**config.mk**
```make
export PLATFORM = sky130hd
export DESIGN_NAME = trigger_event_readout
export DESIGN_NICKNAME = d
export VERILOG_FILES = /design/src/rtl/trigger_readout_pkg.sv /design/src/rtl/trigger_event_readout.sv
export SDC_FILE = /design/constraint.sdc
export NUM_CORES = 1
export LEC_CHECK = 0
export BUFFER_PORTS_ARGS = -buffer_cell sky130_fd_sc_hd__buf_4
export CAP_MARGIN = 20
export CELL_PAD_IN_SITES_DETAIL_PLACEMENT = 0
export CELL_PAD_IN_SITES_GLOBAL_PLACEMENT = 1
export CORE_ASPECT_RATIO = 0.6
export CORE_MARGIN = 2
export CORE_UTILIZATION = 43
export DETAILED_ROUTE_END_ITERATION = 16
export GPL_ROUTABILITY_DRIVEN = 0
export PLACE_DENSITY = 0.88
export SLEW_MARGIN = 20
export SYNTH_ARGS = -nofsm -noshare
export SYNTH_HDL_FRONTEND = slang
export SYNTH_SLANG_ARGS = --single-unit
```
**constraint.sdc**
```tcl
create_clock -name Clock -period 3.31 [get_ports Clock]
set_input_delay 0.4965 -clock Clock [delete_from_list [all_inputs] [get_ports Clock]]
set_output_delay 0.4965 -clock Clock [all_outputs]
set_load 0.02 [all_outputs]
```
**src/rtl/trigger_readout_pkg.sv**
```systemverilog
// Shared types and constants for the trigger event readout framer.
package trigger_readout_pkg;

    localparam int CNT_WIDTH = 16;

    localparam logic [1:0] TAG_HEADER  = 2'b10;
    localparam logic [1:0] TAG_TRAILER = 2'b11;

    typedef enum logic [2:0] {
        IDLE    = 3'd0,
        HEADER  = 3'd1,
        FETCH   = 3'd2,
        CAPTURE = 3'd3,
        SEND    = 3'd4,
        TRAILER = 3'd5
    } state_e;

endpackage

```
**src/rtl/trigger_event_readout.sv**
```systemverilog
// Drains the trigger event FIFO and emits header / payload / trailer frames
// on a valid/ready stream; frames close on size limit, idle timeout or disable.
module trigger_event_readout
    import trigger_readout_pkg::*;
#(
    parameter int DATA_WIDTH = 18,
    parameter int MAX_WORDS  = 256,
    parameter int TIMEOUT    = 1024
) (
    input  logic                  Clock,
    input  logic                  Reset,
    input  logic                  Enable,
    input  logic                  FIFO_Empty,
    input  logic [DATA_WIDTH-1:0] FIFO_Q,
    output logic                  FIFO_RE,
    output logic [DATA_WIDTH-1:0] Out_Data,
    output logic                  Out_Valid,
    output logic                  Out_Last,
    input  logic                  Out_Ready,
    output logic                  Busy,
    output logic [CNT_WIDTH-1:0]  Frame_Seq,
    output logic                  Overflow_Err
);

    localparam int                   TMO_W     = $clog2(TIMEOUT);
    localparam logic [TMO_W-1:0]     TMO_LAST  = TMO_W'(TIMEOUT - 1);
    localparam logic [CNT_WIDTH-1:0] MAX_CNT   = CNT_WIDTH'(MAX_WORDS);
    localparam logic                 CNT_TRUNC = (MAX_WORDS > 65535);

    state_e                  state_q, state_d;
    logic [CNT_WIDTH-1:0]    seq_q, seq_d;
    logic [CNT_WIDTH-1:0]    cnt_q, cnt_d;
    logic [CNT_WIDTH-1:0]    cnt_inc_s;
    logic [TMO_W-1:0]        tmo_q, tmo_d;
    logic [DATA_WIDTH-1:0]   hold_q, hold_d;
    logic [DATA_WIDTH-1:0]   data_q, data_d;
    logic                    valid_q, valid_d;
    logic                    last_q, last_d;
    logic                    ovf_q, ovf_d;
    logic                    re_s;

    assign cnt_inc_s = cnt_q + CNT_WIDTH'(1);

    // Next-state, counters and registered stream outputs.
    always_comb begin
        state_d = state_q;
        seq_d   = seq_q;
        cnt_d   = cnt_q;
        tmo_d   = tmo_q;
        hold_d  = hold_q;
        ovf_d   = ovf_q;
        re_s    = 1'b0;
        valid_d = 1'b0;
        last_d  = 1'b0;
        data_d  = data_q;

        case (state_q)
            IDLE: begin
                if (Enable && !FIFO_Empty) begin
                    state_d = HEADER;
                end else begin
                    state_d = IDLE;
                end
            end
            HEADER: begin
                if (Out_Ready) begin
                    cnt_d   = '0;
                    tmo_d   = '0;
                    state_d = FETCH;
                end else begin
                    state_d = HEADER;
                end
            end
            FETCH: begin
                // An empty-count frame never closes here: a header always gets a payload word.
                if (!FIFO_Empty) begin
                    re_s    = 1'b1;
                    state_d = CAPTURE;
                end else if ((cnt_q != '0) && ((tmo_q == TMO_LAST) || !Enable)) begin
                    state_d = TRAILER;
                end else if (tmo_q != TMO_LAST) begin
                    tmo_d = tmo_q + TMO_W'(1);
                end else begin
                    tmo_d = tmo_q;
                end
            end
            CAPTURE: begin
                hold_d  = FIFO_Q;
                state_d = SEND;
            end
            SEND: begin
                if (Out_Ready) begin
                    cnt_d = cnt_inc_s;
                    tmo_d = '0;
                    if ((cnt_inc_s == MAX_CNT) || !Enable) begin
                        state_d = TRAILER;
                    end else begin
                        state_d = FETCH;
                    end
                end else begin
                    state_d = SEND;
                end
            end
            TRAILER: begin
                if (Out_Ready) begin
                    seq_d   = seq_q + CNT_WIDTH'(1);
                    ovf_d   = ovf_q | CNT_TRUNC;
                    state_d = IDLE;
                end else begin
                    state_d = TRAILER;
                end
            end
            default: begin
                state_d = IDLE;
            end
        endcase

        // Output word follows the state being entered so it is stable while held.
        case (state_d)
            HEADER: begin
                valid_d = 1'b1;
                data_d  = {TAG_HEADER, seq_d};
            end
            SEND: begin
                valid_d = 1'b1;
                data_d  = hold_d;
            end
            TRAILER: begin
                valid_d = 1'b1;
                last_d  = 1'b1;
                data_d  = {TAG_TRAILER, cnt_d};
            end
            default: begin
                data_d = data_q;
            end
        endcase
    end

    // State and output registers with synchronous reset.
    always_ff @(posedge Clock) begin
        if (Reset) begin
            state_q <= IDLE;
            seq_q   <= '0;
            cnt_q   <= '0;
            tmo_q   <= '0;
            hold_q  <= '0;
            data_q  <= '0;
            valid_q <= 1'b0;
            last_q  <= 1'b0;
            ovf_q   <= 1'b0;
        end else begin
            state_q <= state_d;
            seq_q   <= seq_d;
            cnt_q   <= cnt_d;
            tmo_q   <= tmo_d;
            hold_q  <= hold_d;
            data_q  <= data_d;
            valid_q <= valid_d;
            last_q  <= last_d;
            ovf_q   <= ovf_d;
        end
    end

    assign FIFO_RE      = re_s & ~Reset;
    assign Out_Data     = data_q;
    assign Out_Valid    = valid_q;
    assign Out_Last     = last_q;
    assign Busy         = (state_q != IDLE);
    assign Frame_Seq    = seq_q;
    assign Overflow_Err = ovf_q;

endmodule

```
==> results.py <==
metrics = {
    "detailed_routing": {
        "drt_iter0_drc": 323,
        "wl_per_cell_um": 17.52,
        "postRouteAntennaNets": 0,
        "post_drt_via_cell_ratio": 5.835,
        "drc": 0,
        "num_vias": 3816,
        "detail_route.wirelength_um": 11460,
        "drt-pass1-iter-count": 5,
    },
    "cts": {
        "holdBufCountCts": 0,
        "clkSinkCount": 83,
        "post_cts_buffers": 0,
        "clock_latency_ns": 0.34,
        "cts-htree-levels": 3,
        "cts.path.max_buffers": 2,
        "path_clk_slew_ns": 0.06,
        "root_buffer": "clkbuf_16",
        "cts_resized": 0,
        "cts_tree": "done",
        "numCtsBuffers": 9,
    },
    "sta": {
        "finalSetupViolCount": 0,
        "worst_pin_slew_ns": 0.6081,
        "finalCriticalPeriod_ns": 3.015,
        "rsz0062_at_grt": "false",
        "post-route-period-util": 0.9109,
        "slew_headroom": 0.5915,
        "fin_worst_skew_ns": 0.006188,
        "drv_slew": 0,
        "hold_violations": 0,
        "fmax_mhz": 331.7,
        "finalSetupTns_ns": 0,
    },
    "setup_path": {
        "crit_type": "flip-flop to flip-flop",
        "worst_ep_arrival_time_ns": 3.30,
        "worstSetupStartpointType": "flip-flop",
        "rr_worst_depth": 8,
        "r2r_end": "Out_Data[12]",
        "worstReg2RegStart": "cnt_q[0]",
        "endpoint_kind": "flip-flop",
        "cp_max_fo": 17,
        "cp_data_required_time_ns": 3.59,
        "ff2ff_setup_slack_ns": 0.29,
    },
    "run_status": {
        "status": "completed",
    },
    "synthesis": {
        "yosys_most_used_dff": "dfxtp_1",
        "yosys.area.top_type": "dfxtp_1",
        "synth.area.top_cells": "dfxtp_1 (40%), nor2_1 (6.6%), mux2i_1 (4.8%)",
        "synth.most_common_cell": "dfxtp_1",
        "synth_top_area_share": 0.4004,
        "syn_nets": 505,
        "synthArstFlopShare": 0,
        "ys_top_cells_by_count": "dfxtp_1 (83), nor2_1 (73), a21oi_1 (25)",
        "ys_types": 61,
        "synth_seq_cells": 83,
        "synth_cells": 477,
        "yosysSeqAreaShare": 0.4004,
        "syn-cell-area_um2": 4150,
        "yosysWarnings": 0,
        "postSynthAreaPerCell_um2": 8.701,
        "synth-edff-count": 0,
    },
    "min_path": {
        "hold-path-endpoint": "hold_q[13]",
        "hp-start": "FIFO_Q[13]",
        "holdPathStages": 3,
        "hold_class": "primary input to flip-flop",
    },
    "die": {
        "rows": 27,
        "pin_count": 62,
        "die_h_um": 80.10,
        "die_w_um": 130.8,
        "core_um2": 9290,
        "die-area_um2": 10480,
        "start_util": 0.4467,
    },
    "placement": {
        "hpwl_um": 8533,
        "dp.cells": 638,
        "io_buffers": 60,
    },
    "cells_and_area": {
        "fillers": 859,
        "regArea_um2": 1662,
        "drive_gt1_frac": 0.1851,
        "area_growth_pct": 20.62,
        "fin_cells": 654,
        "multi_input_area_um2": 2303,
        "diodes": 0,
        "fin_nets": 547,
    },
    "global_route": {
        "grt_use_total": 0.2307,
        "antenna_found_initial": 0,
        "grt_max_degree": 44,
        "overflow": 0,
        "grt_pass1_vias": 3565,
        "grt_pass1_wl_um": 18580,
    },
    "pwr": {
        "leakagePower_uw": 0.002075,
        "power_density_nw_per_um2": 499.4,
        "vdd_drop_max_v": 0.0003052,
    },
    "run": {
        "max_cap_viol_count": 0,
    },
}
worst max path at each step:
stage | from | endpoint | cells past startpoint
6_report | cnt_q[0] | Out_Data[12] | 8
5_1_grt | cnt_q[0] | Out_Data[4] | 8
4_1_cts | cnt_q[0] | Out_Data[12] | 8
3_5_place_dp | cnt_q[0] | Out_Data[6] | 8
3_3_place_gp | cnt_q[0] | Out_Data[7] | 8
2_1_floorplan | cnt_q[0] | Out_Data[0] | 10
routing by layer:
layer,global-route usage,share of wire
met3,0.07129,0.078
met5,0,0
met2,0.3271,0.40
met1,0.3401,0.51
met4,0.05213,0.014
sequential cells by signal, indices dropped and copies added, names as in the netlist:
signal     flops
state_q        3
hold_q        18
Out_Data      18
Out_Last       1
tmo_q         10
Out_Valid      1
Frame_Seq     16
cnt_q         16
area by class of cell:
cell class	instances	share of cell area
sequential	83	0.3319
tap	130	0.03249
multi-input combinational	349	0.4601
clock buffer	9	0.04499
clock inverter	7	0.02324
timing repair buffer	67	0.1005
inverter	9	0.006748
report_power, final:
group	leakage, µW	total (µW)	internal (µW)	switching, µW
sequential	0.000672	1060	1030	30.7
combinational	0.00124	284	120	164
clock	0.000165	1150	736	416
total	0.00207	2500	1890	611
critical path, stage by stage (launching register included):
cell and delay (ns):
dfxtp_1 0.39, ha_1 0.30, and2_1 0.19, a311oi_1 0.40
o211ai_2 0.19, a2111oi_4 0.43, o21a_4 0.28, a21o_1 0.49
o221a_1 0.28
kinds of logic after synthesis:
family,after synthesis,synth area share
compound gates,117,0.2186
flops,83,0.4004
xor+xnor,25,0.05276
mux,21,0.05185
fa+ha+maj,5,0.01507
buf+inv,45,0.04914
other cells,1,0.0009036
simple gates,180,0.2113
stage by stage:
stage               power, µW    util  hold WS, ns  area (µm²)  setup slack, ns
floorplan                1262       -       0.4599        4150           0.7708
finish                   2500  0.5389       0.4197        5006           0.2948
detailed placement       1367  0.5021       0.4801        4664           0.3487
global placement         1361  0.5021       0.4640        4664           0.4899
global route             2581  0.5389       0.4494        5006          0.08736
CTS                      2512  0.5389       0.4123        5006           0.3266
cell usage in the layout, fill, tap and decap left out, types with 4 or more instances in the layout:
cell,count
buf_4,67
nand3_1,15
nand4_1,13
nor3_1,12
dfxtp_1,83
clkbuf_16,9
a21oi_1,25
nand2b_1,4
a22oi_1,18
a31oi_1,7
xnor2_1,9
and4_1,5
nor2_1,73
nor4_1,6
mux2i_1,20
and2_1,5
nand2_1,24
inv_1,9
o221a_1,15
xor2_1,16
ha_1,5
o21ai_0,15
a211oi_1,4
and3_1,9
Power figures use the tool's default switching activity.
